File: src/rtl/hist_pkg.sv
// Shared types for the histogram BRAM scheduler: FSM state encoding and
// bit positions inside the sticky error vector.
// No logic; imported by hist_bram_scheduler and hist_rd_dly_line.
package hist_pkg;

   typedef enum logic [2:0] {
      ST_CLEAR    = 3'd0,
      ST_WAIT_FRM = 3'd1,
      ST_ACCUM    = 3'd2,
      ST_DRAIN    = 3'd3,
      ST_CDF      = 3'd4,
      ST_DONE     = 3'd5
   } hist_state_e;

   localparam int ERR_FSYNC_OVR = 0;  // fsync rose while not ready for a frame
   localparam int ERR_ACC_DROP  = 1;  // accumulator request dropped
   localparam int ERR_SUM_OVF   = 2;  // CDF running sum overflowed
   localparam int ERR_CNT_MIS   = 3;  // final count != pixels per frame

endpackage

File: src/rtl/hist_rd_dly_line.sv
// Read-latency tracker: delays a (valid, address) pair by NB_DLY cycles so the
// CDF logic knows which bin the BRAM data belongs to.
// Latency NB_DLY cycles; no backpressure, one entry accepted every cycle.
// Ports: i_clk/i_rst_n clock and async active-low reset; i_vld/i_adr issued
// read; o_vld/o_adr the same read NB_DLY cycles later.
module hist_rd_dly_line
   import hist_pkg::*;
#(
   parameter int NB_DLY = 2,
   parameter int WD_ADR = 8
) (
   input  logic              i_clk,
   input  logic              i_rst_n,
   input  logic              i_vld,
   input  logic [WD_ADR-1:0] i_adr,
   output logic              o_vld,
   output logic [WD_ADR-1:0] o_adr
);

   logic [NB_DLY-1:0] r_vld;
   logic [WD_ADR-1:0] r_adr [NB_DLY];

   always_ff @(posedge i_clk or negedge i_rst_n) begin
      if (!i_rst_n) begin
         r_vld <= '0;
         for (int i = 0; i < NB_DLY; i++) r_adr[i] <= '0;
      end else begin
         r_vld[0] <= i_vld;
         r_adr[0] <= i_adr;
         for (int i = 1; i < NB_DLY; i++) begin
            r_vld[i] <= r_vld[i-1];
            r_adr[i] <= r_adr[i-1];
         end
      end
   end

   assign o_vld = r_vld[NB_DLY-1];
   assign o_adr = r_adr[NB_DLY-1];

endmodule

File: src/rtl/hist_bram_scheduler.sv
// Histogram BRAM owner: clears the BRAM, lends it to the accumulator for one
// frame, then streams the CDF out while clearing each bin behind the read.
// Latency: CDF beat k appears NB_BRAM_DLY cycles after its port-B read; no
// backpressure on the CDF stream, and accumulator requests outside a frame are dropped.
// Ports: i_sys_clk/i_sys_resetn clock+reset; s_img_c_fsync frame level;
// s_acc_* accumulator side; m_bram_* dual-port BRAM side; m_cdf_* CDF stream;
// o_busy, o_cdf_done, m_err_info status.
module hist_bram_scheduler
   import hist_pkg::*;
#(
   parameter int NB_BRAM_DLY = 2,
   parameter int WD_BRAM_ADR = 8,
   parameter int WD_BRAM_DAT = 32,
   parameter int NB_IMG_HORI = 960,
   parameter int NB_IMG_VERT = 640,
   parameter int WD_ERR_INFO = 4
) (
   input  logic                   i_sys_clk,
   input  logic                   i_sys_resetn,
   input  logic                   s_img_c_fsync,
   input  logic                   s_acc_ena,
   input  logic                   s_acc_wea,
   input  logic [WD_BRAM_ADR-1:0] s_acc_addra,
   input  logic [WD_BRAM_DAT-1:0] s_acc_dina,
   input  logic                   s_acc_enb,
   input  logic [WD_BRAM_ADR-1:0] s_acc_addrb,
   output logic [WD_BRAM_DAT-1:0] s_acc_doutb,
   output logic                   m_bram_ena,
   output logic                   m_bram_wea,
   output logic [WD_BRAM_ADR-1:0] m_bram_addra,
   output logic [WD_BRAM_DAT-1:0] m_bram_dina,
   output logic                   m_bram_enb,
   output logic [WD_BRAM_ADR-1:0] m_bram_addrb,
   input  logic [WD_BRAM_DAT-1:0] m_bram_doutb,
   output logic                   m_cdf_valid,
   output logic [WD_BRAM_ADR-1:0] m_cdf_addr,
   output logic [WD_BRAM_DAT-1:0] m_cdf_data,
   output logic                   o_busy,
   output logic                   o_cdf_done,
   output logic [WD_ERR_INFO-1:0] m_err_info
);

   localparam int NB_BIN = 2**WD_BRAM_ADR;
   localparam int WD_CNT = WD_BRAM_ADR + 2;
   localparam logic [WD_CNT-1:0] CNT_DRN_END = WD_CNT'(NB_BRAM_DLY + 1);
   localparam logic [WD_CNT-1:0] CNT_CDF_END = WD_CNT'(NB_BIN + NB_BRAM_DLY - 1);
   localparam logic [WD_CNT-1:0] CNT_NB_BIN  = WD_CNT'(NB_BIN);
   localparam logic [WD_BRAM_DAT:0] EXP_CNT  = (WD_BRAM_DAT+1)'(NB_IMG_HORI * NB_IMG_VERT);

   hist_state_e            r_state;
   logic                   r_fsync_q;
   logic [WD_BRAM_ADR-1:0] r_clr_adr;
   logic                   r_clr_wr;
   logic [WD_BRAM_ADR-1:0] r_clr_wadr;
   logic [WD_CNT-1:0]      r_cnt;
   logic [WD_BRAM_DAT:0]   r_sum;
   logic [WD_ERR_INFO-1:0] r_err;

   logic                   w_rise;
   logic                   w_fall;
   logic                   w_acc_sel;
   logic                   w_rd_vld;
   logic                   w_dly_vld;
   logic [WD_BRAM_ADR-1:0] w_dly_adr;
   logic [WD_BRAM_DAT:0]   w_sum_add;
   logic [WD_BRAM_DAT:0]   w_sum_nxt;
   logic                   w_ovr_state;

   assign w_rise    = s_img_c_fsync & ~r_fsync_q;
   assign w_fall    = ~s_img_c_fsync & r_fsync_q;
   assign w_acc_sel = (r_state == ST_ACCUM) || (r_state == ST_DRAIN);
   // CDF reads occupy the first NB_BIN cycles of the CDF state; the remaining
   // NB_BRAM_DLY cycles only collect the trailing read data.
   assign w_rd_vld  = (r_state == ST_CDF) && (r_cnt < CNT_NB_BIN);
   assign w_ovr_state = (r_state == ST_CLEAR) || (r_state == ST_DRAIN) ||
                        (r_state == ST_CDF)   || (r_state == ST_DONE);

   hist_rd_dly_line #(
      .NB_DLY (NB_BRAM_DLY),
      .WD_ADR (WD_BRAM_ADR)
   ) u_rd_dly (
      .i_clk   (i_sys_clk),
      .i_rst_n (i_sys_resetn),
      .i_vld   (w_rd_vld),
      .i_adr   (r_cnt[WD_BRAM_ADR-1:0]),
      .o_vld   (w_dly_vld),
      .o_adr   (w_dly_adr)
   );

   // Once the extra sum bit is set the sum freezes so later adds cannot wrap.
   assign w_sum_add = r_sum + {1'b0, m_bram_doutb};
   assign w_sum_nxt = r_sum[WD_BRAM_DAT] ? r_sum : w_sum_add;

   assign m_cdf_valid = w_dly_vld;
   assign m_cdf_addr  = w_dly_adr;
   assign m_cdf_data  = w_sum_nxt[WD_BRAM_DAT] ? '1 : w_sum_nxt[WD_BRAM_DAT-1:0];
   assign o_busy      = !((r_state == ST_WAIT_FRM) || (r_state == ST_ACCUM));
   assign o_cdf_done  = (r_state == ST_DONE);
   assign m_err_info  = r_err;
   assign s_acc_doutb = w_acc_sel ? m_bram_doutb : '0;

   always_comb begin
      m_bram_ena   = 1'b0;
      m_bram_wea   = 1'b0;
      m_bram_addra = '0;
      m_bram_dina  = '0;
      m_bram_enb   = 1'b0;
      m_bram_addrb = '0;
      if (w_acc_sel) begin
         m_bram_ena   = s_acc_ena;
         m_bram_wea   = s_acc_wea;
         m_bram_addra = s_acc_addra;
         m_bram_dina  = s_acc_dina;
         m_bram_enb   = s_acc_enb;
         m_bram_addrb = s_acc_addrb;
      end else begin
         // Clear writes and read-then-clear writes never overlap in time.
         if (r_clr_wr) begin
            m_bram_ena   = 1'b1;
            m_bram_wea   = 1'b1;
            m_bram_addra = r_clr_wadr;
         end else if (w_dly_vld) begin
            m_bram_ena   = 1'b1;
            m_bram_wea   = 1'b1;
            m_bram_addra = w_dly_adr;
         end
         m_bram_enb   = w_rd_vld;
         m_bram_addrb = w_rd_vld ? r_cnt[WD_BRAM_ADR-1:0] : '0;
      end
   end

   always_ff @(posedge i_sys_clk or negedge i_sys_resetn) begin
      if (!i_sys_resetn) begin
         r_state    <= ST_CLEAR;
         r_fsync_q  <= 1'b0;
         r_clr_adr  <= '0;
         r_clr_wr   <= 1'b0;
         r_clr_wadr <= '0;
         r_cnt      <= '0;
         r_sum      <= '0;
         r_err      <= '0;
      end else begin
         r_fsync_q <= s_img_c_fsync;
         r_clr_wr  <= 1'b0;

         if (w_rise && w_ovr_state) r_err[ERR_FSYNC_OVR] <= 1'b1;
         if (!w_acc_sel && (s_acc_ena || s_acc_enb)) r_err[ERR_ACC_DROP] <= 1'b1;
         if (w_dly_vld) begin
            r_sum <= w_sum_nxt;
            if (w_sum_nxt[WD_BRAM_DAT]) r_err[ERR_SUM_OVF] <= 1'b1;
         end

         case (r_state)
            ST_CLEAR: begin
               r_clr_wr   <= 1'b1;
               r_clr_wadr <= r_clr_adr;
               r_clr_adr  <= r_clr_adr + 1'b1;
               if (r_clr_adr == '1) r_state <= ST_WAIT_FRM;
            end
            ST_WAIT_FRM: begin
               if (w_rise) r_state <= ST_ACCUM;
            end
            ST_ACCUM: begin
               if (w_fall) begin
                  r_state <= ST_DRAIN;
                  r_cnt   <= '0;
               end
            end
            ST_DRAIN: begin
               // Lets the accumulator's last read-modify-write land.
               if (r_cnt == CNT_DRN_END) begin
                  r_state <= ST_CDF;
                  r_cnt   <= '0;
                  r_sum   <= '0;
               end else begin
                  r_cnt <= r_cnt + 1'b1;
               end
            end
            ST_CDF: begin
               if (r_cnt == CNT_CDF_END) r_state <= ST_DONE;
               else                      r_cnt   <= r_cnt + 1'b1;
            end
            ST_DONE: begin
               if (r_sum != EXP_CNT) r_err[ERR_CNT_MIS] <= 1'b1;
               r_state <= ST_WAIT_FRM;
            end
            default: r_state <= ST_CLEAR;
         endcase
      end
   end

endmodule

File: config.mk
export PLATFORM = sky130hd
export DESIGN_NAME = hist_bram_scheduler
export DESIGN_NICKNAME = d
export VERILOG_FILES = /design/src/rtl/hist_pkg.sv /design/src/rtl/hist_rd_dly_line.sv /design/src/rtl/hist_bram_scheduler.sv
export SDC_FILE = /design/constraint.sdc
export NUM_CORES = 1
export LEC_CHECK = 0
export ABC_CLOCK_PERIOD_IN_PS = 12180
export CAP_MARGIN = 10
export CELL_PAD_IN_SITES_DETAIL_PLACEMENT = 1
export CELL_PAD_IN_SITES_GLOBAL_PLACEMENT = 1
export CORE_MARGIN = 2
export CORE_UTILIZATION = 36
export CTS_CLUSTER_SIZE = 12
export DETAILED_ROUTE_END_ITERATION = 10
export GPL_ROUTABILITY_DRIVEN = 0
export PLACE_DENSITY = 0.85
export SYNTH_ARGS = -nofsm -noshare
export SYNTH_HDL_FRONTEND = slang
export SYNTH_SLANG_ARGS = --single-unit
File: constraint.sdc
create_clock -name i_sys_clk -period 12.18 [get_ports i_sys_clk]
set_input_delay 3.045 -clock i_sys_clk [delete_from_list [all_inputs] [get_ports i_sys_clk]]
set_output_delay 3.045 -clock i_sys_clk [all_outputs]
set_load 0.005 [all_outputs]
-- After elaboration in Yosys (flattened, before gate mapping)
Index checks and enable logic that the tools add are counted.
- register bits after elaboration: 86
- output and inout bits: 130
- equal/unequal tests: 15
- bitwise logic cells: 4
- $add $sub $neg: 3
- mux-type cells: 28
- reductions and logical operators: 17
- $lt $le $gt $ge: 1
- operator list (kind ; count):
    2-to-1 mux 33 bit ; 4
    2-to-1 mux 32 bit ; 3
    2-to-1 mux 8 bit ; 5
    adder 33 x 32 -> 33 bit ; 1
    != test 33 x 20 -> 1 bit, second input constant ; 1
    2-to-1 mux 10 bit ; 3
    case mux 10 bit (3 select lines) ; 1
    case mux 3 bit (6 select lines) ; 1
    2-to-1 mux 3 bit ; 5
    adder 10 x 1 -> 10 bit, second input constant ; 1
    equality test 10 x 2 -> 1 bit, second input constant ; 1
    equality test 10 x 9 -> 1 bit, second input constant ; 1
    < comparator 10 x 9 -> 1 bit, second input constant ; 1
    adder 8 x 1 -> 8 bit, second input constant ; 1
    equality test 8 bit, second input constant ; 1
    equality test 3 x 2 -> 1 bit, second input constant ; 2
    equality test 3 bit, second input constant ; 2
    logical OR 1 bit ; 6
    2-to-1 mux 1 bit ; 6
    != test 2 x 1 -> 1 bit, second input constant ; 3
    != test 2 bit, second input constant ; 3
    AND reduction 5 bit ; 1
    AND reduction 2 bit ; 2
    equality test 3 x 1 -> 1 bit, second input constant ; 1
    7 further kinds ; 12

-- Logic depth before layout (Yosys ltp)
Gate-level depths: netlist of the first run.
- depth after elaboration: 5
- gate-level depth with buffers: 11
- mapped depth without buffers: 10

-- By module
From an unflattened synthesis of the first run, not the netlist that was laid out.
- cells, all modules: 735
- area total of the unflattened synthesis: 6202.2 µm²
- modules (own cells, without submodules) (module ; area each (µm²) ; cells each ; times used):
    hist_bram_scheduler ; 5691.7 ; 709 ; 1
    hist_rd_dly_line ; 510.5 ; 26 ; 1

-- Worst setup path after synthesis of the first run
Ideal clock, no wire load.
- kind: input-to-output
- start: input m_bram_doutb[0]
- end: output m_cdf_data[26]
- arrival time: 5.430 ns
- path slack: 3.705 ns
- cell stages on the path: 11
- path buffers: 1
- cell sequence: ha_1 -> fa_1 -> a211oi_1 -> o21a_1 -> or4_4 -> a211o_4 -> a211oi_4 -> o21ba_2 -> o21ai_2 -> buf_2 -> o211ai_1
- cells in the longest elaborated chain, start to end: 3
- ends and longest elaborated chain (what ; line ; text):
    start, declared ; hist_bram_scheduler.sv:34 ; input logic [WD_BRAM_DAT-1:0] m_bram_doutb,
    adder 33 x 32 -> 33 bit ; hist_bram_scheduler.sv:91 ; assign w_sum_add = r_sum + {1'b0, m_bram_doutb};
    2-to-1 mux 33 bit ; hist_bram_scheduler.sv:92 ; assign w_sum_nxt = r_sum[WD_BRAM_DAT] ? r_sum : w_sum_add;
    2-to-1 mux 32 bit ; hist_bram_scheduler.sv:96 ; assign m_cdf_data = w_sum_nxt[WD_BRAM_DAT] ? '1 : w_sum_nxt[WD_BRAM_DAT-1:0];
    end, declared ; hist_bram_scheduler.sv:37 ; output logic [WD_BRAM_DAT-1:0] m_cdf_data,
No other way between the ends.

-- Final worst setup path of the first run
- start: input m_bram_doutb[0]
- end: output m_cdf_data[31]
Same word-level chain as after synthesis.

==> results by group, run 1 <==
GRT
  – Number of global-route vias before repair: 6560
  – Total GRT Usage: 0.235
  – Largest net degree at the start of global routing: 70
  – Global route overflow: 0
  – Global-route wire length before repair: 34.4 mm
  – Initial antenna violation count: 0

Synth
  – EDFF count, synth: 0
  – Largest family of logic cells by synthesized area: simple AND/OR/NAND/NOR gates
  – Synth area leaders: dfrtp_1, ha_1, and2_1
  – Largest area contributor in the netlist: dfrtp_1
  – Post-Synth Adder-Cell Area: 0.0733
  – Xor-xnor portion of the synthesized cell area: 0.0490
  – Top FF cell, synth: dfrtp_1
  – Syn nets: 862
  – Synth Area in Compound Gates: 0.207
  – Synth async-reset ratio: 1.00
  – Ys Warns: 0
  – Mapped Area: 0.00625 mm^2
  – Average footprint of a synthesized cell: 8.45 um^2
  – Top cell type's share of synthesized area: 0.344
  – Post-synth cell types: 60
  – Post-Synth Simple-Gate Area: 0.259
  – Post-synthesis mux area share: 0.0210
  – Seq cells post-synth: 86
  – Cell count after synthesis: 740
  – Seq/Total Area, Yosys: 0.344

Detailed routing
  – Routed Wire Length: 21.2 mm
  – DRT Pass-1 Iters: 4
  – Via count: 6335
  – DRT iter0 DRCs: 287
  – Post-route ant nets: 0
  – Post-route DRC: 0
  – Vias per inst: 5.47
  – Routed WL per cell: 18.3 um

Timing
  – Post-route clock period utilization: 0.811
  – Pins Over Slew Limit: 0
  – Clock period minus worst slack: 9870 ps
  – Worst Max-Slew Pin Slew: 921 ps
  – Final Hold Viols: 0
  – Slew margin rel.: 0.386
  – Setup tns final: 0 ps
  – Setup Skew: 8.95 ps
  – Max Fclk: 101 MHz
  – Final setup fails: 0
  – RSZ-0062 raised after global routing: no

Clock network
  – Bufs on Longest Clock Path: 2
  – CTS clk-pin slew, worst paths: 60 ps
  – CTS tree: yes
  – Post-CTS sizing: 0
  – Total CTS buffers: 9
  – # Post-CTS Setup Buffers: 0
  – H-Tree Depth: 3
  – CTS sink cnt: 86
  – Root Buffer: clkbuf_16
  – Hold buffer count at cts: 0
  – Worst skew pair latency: 350 ps

Setup path
  – Critical Path AT: 6830 ps
  – CP Capture Type: output pin
  – Top delay family on crit path: compound AO/OA/AOI/OAI gates
  – FF-to-FF Start: r_sum[0]$_DFF_PN0_
  – Crit path largest cell delay: 540 ps
  – Cell mode on critical path: clkdlybuf4s50_1
  – Critical path, cell by cell: clkdlybuf4s50_1 > ha_1 > fa_1 > a211oi_1 > o21a_1 > or4_4 > a211o_4 > a211oi_4 > o21ba_2 > o21ai_2 > buf_4 > o2111ai_1 > clkdlybuf4s50_1
  – Crit path launch type: input port
  – Launch point of the critical path: m_bram_doutb[0]
  – Crit Path Max Fanout: 32
  – CP Buf/Inv Count: 3
  – Register-to-register setup slack: 8790 ps
  – Kind of critical path: in2out
  – Slowest cell on crit path: clkdlybuf4s50_1
  – Crit path required time: 9130 ps

Power
  – Maximum VDD drop: 0.0000821 V
  – Power per cell area: 158 mW/mm^2
  – Leakage power: 3.67 nW

Floorplan
  – Die Footprint: 0.0184 mm^2
  – Die width: 136 um
  – Die Ht: 136 um
  – Top Ports: 216
  – Core ar.: 0.0171 mm^2
  – Num rows: 48
  – Initial core utilization: 0.365

Placement
  – Detailed placement HPWL: 16.2 mm
  – PortBufs: 215
  – Placed Area: 0.00855 mm^2

Hold path
  – Worst hold path type: reg2reg
  – Min-delay src: u_rd_dly.r_adr[12]$_DFF_PN0_

Cells and area
  – Leading cell type in the layout, fill and taps excluded: clkdlybuf4s50_1
  – Ant diodes: 0
  – Layout net count: 1050
  – Design Area, Final: 0.00888 mm^2
  – Share of layout cells above drive strength 1: 0.0557
  – Most frequent cells in the layout: clkdlybuf4s50_1, dfrtp_1, nand2_1, and2_1, a21oi_1
  – P&R area growth vs syn: 42.0%

Flow run
  – Max_cap viols: 0

Run status
  – Status: finished clean
[through the flow]
| step | instances | hold WS [ps] | setup slack (ps) | power [W] | utilization |
|---|---|---|---|---|---|
| floorplan | 740 | 331 | 3700 | 0.000896 | - |
| global placement | 1141 | 332 | 2450 | 0.00109 | 0.499 |
| detailed placement | 1141 | 336 | 2320 | 0.00110 | 0.499 |
| CTS | 1157 | 351 | 2310 | 0.00140 | 0.518 |
| global route | 1158 | 355 | 2150 | 0.00151 | 0.519 |
| finish | 1158 | 349 | 2310 | 0.00140 | 0.519 |
[path summary, 6_finish.rpt]
| check | end | depth (start not counted) |
|---|---|---|
| max | m_cdf_data[31] | 13 |
| min | u_rd_dly.o_adr[4]$_DFF_PN0_ | 0 |
| max reg2reg | r_sum[20]$_DFF_PN0_ | 10 |
| min reg2reg | u_rd_dly.o_adr[4]$_DFF_PN0_ | 0 |
| max in group asynchronous | r_state[2]$_DFFE_PN0P_ | 2 |
| min in group asynchronous | r_clr_wadr[2]$_DFFE_PN0P_ | 1 |
[cells in the mapped netlist (all sizes together) (17+ instances only)]
cell	count
a21o	17
a21oi	68
and2	68
clkbuf	36
dfrtp	86
ha	35
inv	19
nand2	83
nand3	37
nand3b	20
nor2	44
o21ai	26
xnor2	22
[cells by family (layout without fill, tap and decap cells)]
logic type	after synthesis	count (layout)
muxes	12	12
adders and majority gates	36	36
buffers and inverters	67	260
xor gates and xnor gates	35	35
DFF	86	86
and+or+nand+nor	313	313
AOI/OAI and AO/OA	191	191
[state kept, by name (all words and copies together) (netlist names)]
| name | count |
|---|---|
| r_sum | 33 |
| r_cnt | 10 |
| r_clr_adr | 8 |
| r_clr_wadr | 8 |
| u_rd_dly.o_adr | 8 |
| u_rd_dly.r_adr | 8 |
| m_err_info | 4 |
| r_state | 3 |
| u_rd_dly.r_vld | 2 |
| r_clr_wr | 1 |
| r_fsync_q | 1 |
[worst reg2reg max path: cells and delay by family, from the launching register on]
family          cells  cell delay (ps)
compound gates      6             1840
fa+ha+maj           2              680
flops               1              440
xor+xnor            1              270
simple gates        1               90
[cell type report]
type | count | area [um^2]
Timing Repair Buffer | 225 | 2220
Tap cell | 225 | 282
Clock inverter | 5 | 66.3
Sequential cell | 86 | 2150
Clock buffer | 11 | 253
Multi-Input combinational cell | 587 | 3830
Fill cell | 2020 | 8240
Inverter | 19 | 71.3
[routing by layer]
layer,global-route usage,up-vias,wire length (um)
met4,0.0671,0,334
met2,0.402,176,10300
li1,-,3016,-
met5,0,-,0
met1,0.311,3121,9580
met3,0.0314,22,1020
[power breakdown]
group | leakage, nW | switching [W] | total (W) | internal [W]
logic | 2.47 | 0.000418 | 0.000714 | 0.000296
clock network | 0.154 | 0.000124 | 0.000297 | 0.000172
registers | 1.05 | 0.0000542 | 0.000393 | 0.000339
total | 3.67 | 0.000596 | 0.00140 | 0.000808
(Power assumes the default switching activity.)
==> inputs of run 2 (changes only) <==
Settings changed: ABC_CLOCK_PERIOD_IN_PS 12180 to 8140, CORE_UTILIZATION 36 to 30, PLACE_DENSITY 0.85 to 0.75.
Clock period 12.18 ns to 8.14 ns, I/O delays scaled along.
==> results by group, run 2 (synthesis gave the netlist of run 1 again) <==
Cells and area
  – Top reg by flops: r_sum
  – Ant diodes: 0
  – Share of layout cells above drive strength 1: 0.0557
  – Fillers: 2385
  – Max FFs per register: 33
  – Most frequent cells in the layout: clkdlybuf4s50_1, dfrtp_1, nand2_1, and2_1, a21oi_1
  – Design Area, Final: 0.00892 mm^2
  – Leading cell type in the layout, fill and taps excluded: clkdlybuf4s50_1
  – Top Registers: r_sum (33), r_cnt (10)
  – Layout net count: 1051
  – P&R area growth vs syn: 42.7%

Setup path
  – CP endpoint: m_cdf_data[7]
  – Crit path required time: 6110 ps
  – Critical path, cell by cell: clkdlybuf4s50_1 > ha_1 > fa_1 > a211oi_1 > o21a_1 > or4_4 > a211o_4 > a211oi_4 > o21ba_2 > o21ai_2 > buf_4 > nand3_1 > clkdlybuf4s50_1
  – Slowest cell on crit path: clkdlybuf4s50_1
  – CP Capture Type: output pin
  – Critical Path Stages: 13
  – R2R Path End: r_sum[32]$_DFF_PN0_
  – CP Buf/Inv Count: 3
  – Kind of critical path: in2out
  – Register-to-register setup slack: 4840 ps
  – Launch point of the critical path: m_bram_doutb[0]
  – Cell mode on critical path: clkdlybuf4s50_1
  – Cells on worst reg2reg path: 11
  – Crit Path Max Fanout: 17
  – Crit path largest cell delay: 520 ps
  – Critical Path AT: 5810 ps
  – FF-to-FF Start: r_sum[0]$_DFF_PN0_
  – Crit path launch type: input port
  – Top delay family on crit path: compound AO/OA/AOI/OAI gates

GRT
  – Global route overflow: 0
  – Number of global-route vias before repair: 6340
  – Initial antenna violation count: 0
  – Total GRT Usage: 0.195
  – Global-route wire length before repair: 34.2 mm
  – Largest net degree at the start of global routing: 50

Detailed routing
  – Vias per inst: 5.12
  – DRT Pass-1 Iters: 4
  – Via count: 6154
  – Post-route DRC: 0
  – DRT iter0 DRCs: 284
  – Post-route ant nets: 0
  – Routed WL per cell: 17.7 um
  – Routed Wire Length: 21.3 mm

Timing
  – Setup tns final: 0 ps
  – Final setup fails: 0
  – Pins Over Slew Limit: 0
  – Post-route clock period utilization: 0.964
  – Max Fclk: 127 MHz
  – Clock period minus worst slack: 7850 ps
  – Setup Skew: 9.16 ps
  – Worst Max-Slew Pin Slew: 863 ps
  – Final Hold Viols: 0
  – RSZ-0062 raised after global routing: no
  – Slew margin rel.: 0.424

Clock network
  – Worst skew pair latency: 350 ps
  – Post-CTS sizing: 0
  – Hold buffer count at cts: 0
  – Bufs on Longest Clock Path: 2
  – H-Tree Depth: 3
  – Total CTS buffers: 9
  – # Post-CTS Setup Buffers: 0
  – CTS sink cnt: 86
  – CTS clk-pin slew, worst paths: 60 ps
  – CTS tree: yes
  – Root Buffer: clkbuf_16

Placement
  – PortBufs: 215
  – Placed Area: 0.00863 mm^2
  – Detailed placement HPWL: 16.4 mm

Hold path
  – Min-delay src: u_rd_dly.r_adr[9]$_DFF_PN0_
  – Worst hold path type: reg2reg

Run status
  – Status: finished clean

Floorplan
  – Initial core utilization: 0.307
  – Die Ht: 148 um
  – Num rows: 52
  – Core ar.: 0.0204 mm^2
  – Top Ports: 216
  – Die width: 148 um
  – Die Footprint: 0.0220 mm^2

Flow run
  – Max_cap viols: 0

Power
  – Leakage power: 3.66 nW
  – Power per cell area: 232 mW/mm^2
  – Maximum VDD drop: 0.000126 V
## run 2: cell count changes in the layout (fill, tap and decap cells not counted)
cell	delta
inv_6	+1
clkinvlp_4	+1
inv_8	-1
clkbuf_8	-2
buf_4	+2
nor2_4	+1
nor2_2	-1
clkbuf_4	-1
## run 2: metal layers
metal | wire (um) | vias up | part of all wire | track usage
li1 | - | 2997 | - | -
met1 | 9950 | 2956 | 0.47 | 0.264
met2 | 9710 | 175 | 0.46 | 0.312
met3 | 1140 | 26 | 0.053 | 0.0359
met4 | 494 | 0 | 0.023 | 0.0662
met5 | 0 | - | 0 | 0
## run 2: how the worst min path moves through the flow
stage,end,slack (ps),cells past startpoint
global placement,u_rd_dly.r_vld[1]$_DFF_PN0_,330,0
detailed placement,u_rd_dly.o_adr[5]$_DFF_PN0_,340,0
global route,u_rd_dly.o_adr[0]$_DFF_PN0_,360,0
floorplan,u_rd_dly.o_adr[0]$_DFF_PN0_,330,0
finish,u_rd_dly.o_adr[1]$_DFF_PN0_,350,0
CTS,u_rd_dly.o_adr[5]$_DFF_PN0_,350,0
## run 2: worst reg2reg max path, stage by stage (launching register included)
cell and delay [ps]:
dfrtp_1 420, ha_1 210, fa_1 240, a211oi_1 110, o21a_1 240, or4_4 520, a211o_4 400, a211oi_4 340
o21ba_2 210, o21ai_2 160, buf_4 230, a21oi_1 150
## run 2: stage by stage
step / std cells / util / worst slack, ps / total power (W) / hold slack, ps
2_1_floorplan: 740 / - / 1680 / 0.00134 / 331
3_3_place_gp: 1188 / 0.424 / 360 / 0.00164 / 332
3_5_place_dp: 1188 / 0.424 / 323 / 0.00165 / 336
4_1_cts: 1203 / 0.438 / 285 / 0.00208 / 352
5_1_grt: 1203 / 0.438 / 125 / 0.00223 / 357
6_report: 1203 / 0.438 / 293 / 0.00207 / 348
## run 2: cell type report
class	instances	area, um^2	share of cell area
tap	270	338	0.0379
clock inverter	6	71.3	0.00799
timing repair buffer	226	2230	0.250
sequential	86	2150	0.241
inverter	19	71.3	0.00799
clock buffer	9	225	0.0252
multi-input combinational	587	3830	0.430
## run 2: power by group
group / internal, W / leakage (nW) / total [W] / switching [W]
sequential: 0.000507 / 1.05 / 0.000588 / 0.0000803
clock: 0.000238 / 0.138 / 0.000419 / 0.000181
combinational: 0.000447 / 2.47 / 0.00106 / 0.000617
total: 0.00119 / 3.66 / 0.00207 / 0.000877
